===== config.mk =====
export PLATFORM = sky130hd
export DESIGN_NAME = attack_ctrl
export DESIGN_NICKNAME = d
export VERILOG_FILES = /design/src/rtl/attack_ctrl.sv
export SDC_FILE = /design/constraint.sdc
export NUM_CORES = 1
export LEC_CHECK = 0
export ABC_CLOCK_PERIOD_IN_PS = 2200
export BUFFER_PORTS_ARGS = -buffer_cell sky130_fd_sc_hd__buf_2
export CAP_MARGIN = 10
export CELL_PAD_IN_SITES_DETAIL_PLACEMENT = 1
export CELL_PAD_IN_SITES_GLOBAL_PLACEMENT = 1
export CORE_AREA = 2 2 83 85
export DETAILED_ROUTE_END_ITERATION = 10
export DIE_AREA = 0 0 85 87
export PLACE_DENSITY = 0.84
export RECOVER_POWER = 50
export SYNTH_ARGS = -nofsm -noshare
export SYNTH_HDL_FRONTEND = slang
export SYNTH_SLANG_ARGS = --single-unit

===== constraint.sdc =====
create_clock -name Clk -period 2.2 [get_ports Clk]
set_clock_uncertainty 0.1 [all_clocks]
set_input_delay 0.22 -clock Clk [delete_from_list [all_inputs] [get_ports Clk]]
set_output_delay 0.22 -clock Clk [all_outputs]
set_load 0.01 [all_outputs]

===== src/rtl/attack_ctrl.sv =====
// Attack controller: turns a fire-button press into a timed hitbox, followed by a lockout.
// Frame ticks pace both phases. The hitbox anchor is captured once per shot.
module attack_ctrl #(
    parameter int ACTIVE_FRAMES   = 4,
    parameter int COOLDOWN_FRAMES = 8,
    parameter int PLAYER_W        = 26,
    parameter int PLAYER_H        = 26,
    parameter int X_OFS           = 5,
    parameter int Y_OFS           = 5
) (
    input  logic       Clk,
    input  logic       Reset,
    input  logic       frame_clk,
    input  logic       Fire_Key,
    input  logic [8:0] Player_X,
    input  logic [8:0] Player_Y,
    input  logic [1:0] Player_Direction,
    output logic [8:0] Attack_X,
    output logic [8:0] Attack_Y,
    output logic       Attack_On,
    output logic       Busy,
    output logic [7:0] Shot_Count
);

    typedef enum logic [1:0] {
        IDLE     = 2'd0,
        ACTIVE   = 2'd1,
        COOLDOWN = 2'd2
    } state_e;

    state_e     state_q, state_d;
    logic       frameClkDly_q;
    logic       tick_q;
    logic       fireKeyDly_q;
    logic       firePend_q, firePend_d;
    logic [7:0] frameCnt_q, frameCnt_d;
    logic [7:0] shotCnt_q, shotCnt_d;
    logic [8:0] attackX_q, attackX_d;
    logic [8:0] attackY_q, attackY_d;
    logic       fireEdge;
    logic [9:0] sumXOfs, sumXW, sumYOfs, sumYH;

    function automatic logic [8:0] sat9(input logic [9:0] v);
        return v[9] ? 9'd511 : v[8:0];
    endfunction

    assign fireEdge = Fire_Key & ~fireKeyDly_q;
    assign sumXOfs  = {1'b0, Player_X} + 10'(X_OFS);
    assign sumXW    = {1'b0, Player_X} + 10'(PLAYER_W);
    assign sumYOfs  = {1'b0, Player_Y} + 10'(Y_OFS);
    assign sumYH    = {1'b0, Player_Y} + 10'(PLAYER_H);

    // Delay registers reset high so a level already high at release is not seen as an edge.
    always_ff @(posedge Clk) begin
        if (Reset) begin
            frameClkDly_q <= 1'b1;
            fireKeyDly_q  <= 1'b1;
            tick_q        <= 1'b0;
        end else begin
            frameClkDly_q <= frame_clk;
            fireKeyDly_q  <= Fire_Key;
            tick_q        <= frame_clk & ~frameClkDly_q;
        end
    end

    always_ff @(posedge Clk) begin
        if (Reset) begin
            state_q    <= IDLE;
            firePend_q <= 1'b0;
            frameCnt_q <= 8'd0;
            shotCnt_q  <= 8'd0;
            attackX_q  <= 9'd0;
            attackY_q  <= 9'd0;
        end else begin
            state_q    <= state_d;
            firePend_q <= firePend_d;
            frameCnt_q <= frameCnt_d;
            shotCnt_q  <= shotCnt_d;
            attackX_q  <= attackX_d;
            attackY_q  <= attackY_d;
        end
    end

    always_comb begin
        state_d    = state_q;
        firePend_d = firePend_q;
        frameCnt_d = frameCnt_q;
        shotCnt_d  = shotCnt_q;
        attackX_d  = attackX_q;
        attackY_d  = attackY_q;
        unique case (state_q)
            IDLE: begin
                if (tick_q && (firePend_q || fireEdge)) begin
                    state_d    = ACTIVE;
                    firePend_d = 1'b0;
                    frameCnt_d = 8'(ACTIVE_FRAMES);
                    shotCnt_d  = shotCnt_q + 8'd1;
                    unique case (Player_Direction)
                        2'd0: begin attackX_d = sat9(sumXOfs);   attackY_d = sat9(sumYH);   end
                        2'd1: begin attackX_d = Player_X;        attackY_d = sat9(sumYOfs); end
                        2'd2: begin attackX_d = sat9(sumXOfs);   attackY_d = Player_Y;      end
                        default: begin attackX_d = sat9(sumXW);  attackY_d = sat9(sumYOfs); end
                    endcase
                end else if (fireEdge) begin
                    firePend_d = 1'b1;
                end
            end
            ACTIVE: begin
                if (tick_q) begin
                    if (frameCnt_q == 8'd1) begin
                        state_d    = COOLDOWN;
                        frameCnt_d = 8'(COOLDOWN_FRAMES);
                    end else begin
                        frameCnt_d = frameCnt_q - 8'd1;
                    end
                end
            end
            COOLDOWN: begin
                if (tick_q) begin
                    frameCnt_d = frameCnt_q - 8'd1;
                    if (frameCnt_q == 8'd1) begin
                        state_d = IDLE;
                    end
                end
            end
            default: begin
                state_d = IDLE;
            end
        endcase
    end

    always_comb begin
        Attack_On  = (state_q == ACTIVE);
        Busy       = (state_q != IDLE);
        Attack_X   = attackX_q;
        Attack_Y   = attackY_q;
        Shot_Count = shotCnt_q;
    end

endmodule


==> results.toml <==
[cells_and_area]
nets = 407
design_area_sq_mm = 0.002960
drive_gt1_frac = 0.1482
antenna_cells = 0
syn2layout_area_growth_pct = 16.55

[clocking]
ctsLongestPathBuffers = 2
clock_latency_ps = 300
clkSinkCount = 40
cts-hold-fix-buffers = 0
path_clk_slew_ps = 80
clockRootBuffer = "clkbuf_8"
postCtsSetupBuffers = 0
cts_buffers = 5
tritoncts = "done"
post_cts_resized = 0
htree_num_levels = 2

[timing]
setup_viol = 0
drv_slew = 0
rsz0062_at_grt = "no"
hold_viol = 0
slew-limit-headroom = 0.1906
max_freq_mhz = 491.3
finalCritPeriodShare = 0.9252
finalSetupTns_ps = 0
tightest_slew_ps = 1214
period_minus_slack_ps = 2036

[place]
io_buffers = 51
place.gp.congestion = 0.8384
hpwl_mm = 5.127
placed_cell_area_sq_mm = 0.002882

[route]
dr.pass1.iters = 4
via_count = 2523
wl_per_cell_um = 14.99
vias_per_cell = 5.594
drc = 0
drt_iter0_markers = 82
routed_wl_mm = 6.759
ant_nets = 0

[logic_synthesis]
synth_top_cell_by_area = "dfxtp_1"
synth-edff-count = 0
netlist_area_sq_mm = 0.002540
syn_inst = 321
synthMuxAreaShare = 0.008374
synth-compound-area-share = 0.2562
synth_nets = 358
synthXorXnorAreaFrac = 0.05172
yosys_warnings = 0
synth_area_leaders = "dfxtp_1, ha_1, nor2_1"
synth_seq_cells = 40
synth-simple-area-share = 0.2547
ys_top_cells_by_count = "nor2_1, dfxtp_1, a21oi_1, nand2_1, nor3_1"
synth_fa_ha_area_frac = 0.06404
synth_top_cell_area_share = 0.3153
synth_top_family_by_area = "compound AO/OA/AOI/OAI gates"
synth_ff_type = "dfxtp_1"
synth_cell_types = 56
synth.avg_cell_area_sq_um = 7.913
synth-async-reset-ratio = 0
synth.most_common_cell = "nor2_1"
ys_seq_area_frac = 0.3153

[min_path]
holdCritPathClass = "input port to flop"

[pwr]
peakVddDrop_uv = 275.4
powerDensity_mw_per_mm2 = 535.2
power_mw = 1.584
power_leakage_nw = 1.069

[grt]
grt_use_total = 0.1932
grt_max_degree = 28
grt_pass1_wl_mm = 11.87
grt_pass1_vias = 2608
overflow = 0
antenna_found_initial = 0

[floorplanning]
die_h_um = 87
io-pin-count = 52
core_sq_mm = 0.006569
rows = 30
start_util = 0.3867
dieArea_sq_mm = 0.007395
die_x_um = 85

[setup_path]
crit_path_end_kind = "flop"
worstPathArrival_ps = 2110
crit_slowest_cell = "or4_4"
worst_ep_required_time_ps = 2270
path_cells = "inv_1 -> ha_1 -> or4_4 -> o221ai_4 -> nor2_1 -> nand4_1 -> a21oi_1"
slowest_delay_ps = 470
cp_max_fo = 7
crit_path_start_kind = "flop"
crit_type = "flop to flop"

[outcome]
status = "finished clean"

[job]
drv_cap = 0
critical path, delay by kind of cell (launching register included):
kind	cells	cell delay [ps]
AO/OA/AOI/OAI	2	320
adder cells (fa/ha/maj)	1	290
buffers and inverters	1	90
flip-flops	1	380
AND/OR/NAND/NOR	3	720
cells by family (layout without fill, tap and decap cells):
group,count (synthesis),after routing
XOR/XNOR,15,15
buffers and inverters,30,80
AND/OR/NAND/NOR,126,126
flip-flops,40,40
adder cells (fa/ha/maj),13,13
AO/OA/AOI/OAI,95,95
multiplexers,2,2
area by class of cell:
type | count | area (sq um)
multi-input combinational | 251 | 1613
tap | 80 | 100.1
fill | 828 | 3608
inverter | 12 | 45.04
timing repair buffer | 60 | 280.3
sequential | 40 | 800.8
clock buffer | 6 | 82.58
clock inverter | 2 | 38.79
routing by layer:
metal	global-route usage	vias up	wire length [um]
met2	0.3317	44	3219
met3	0.03412	7	187
met5	0	-	0
met4	0.05483	0	88
met1	0.2490	1202	3263
li1	-	1270	-
state kept, by name, indices dropped and copies added (netlist names):
name / cells
fireKeyDly_q: 1
Attack_X: 9
Shot_Count: 8
frameCnt_q: 8
firePend_q: 1
frameClkDly_q: 1
state_q: 2
tick_q: 1
Attack_Y: 9
report_power, final:
group	internal, mW	switching, mW
Clock	0.371	0.272
Combinational	0.0773	0.127
Sequential	0.731	0.00596
Total	1.18	0.404
metrics by stage:
| stage | util | worst slack (ps) | hold WS, ps | std cells |
|---|---|---|---|---|
| CTS | 0.4571 | 180.7 | 24.51 | 451 |
| floorplan | - | 354.9 | 226.6 | 321 |
| global route | 0.4507 | 28.57 | 34.95 | 451 |
| finish | 0.4507 | 164.5 | 26.02 | 451 |
| global placement | 0.4387 | 271.3 | 280.6 | 443 |
| detailed placement | 0.4387 | 198.9 | 309.2 | 443 |
final timing paths:
check,end,start,slack (ps),depth (start not counted)
max,frameCnt_q[6],state_q[0],160,7
min,fireKeyDly_q,Fire_Key,30,2
max reg2reg,frameCnt_q[6],state_q[0],160,7
min reg2reg,tick_q,frameClkDly_q,310,1
placed cells by master, fill, tap and decap left out, types with 6 or more instances in the layout:
master,count
nor2_1,41
dfxtp_1,40
clkbuf_1,30
a21oi_1,24
buf_2,23
nand2_1,22
nor3_1,16
o21ai_0,15
a211oi_1,15
ha_1,13
inv_1,12
xor2_1,9
nand3_1,7
o21ai_1,7
buf_4,7
nand2b_1,6
xnor2_1,6
clkbuf_8,6
No activity file was read; power rests on OpenSTA's default activity.
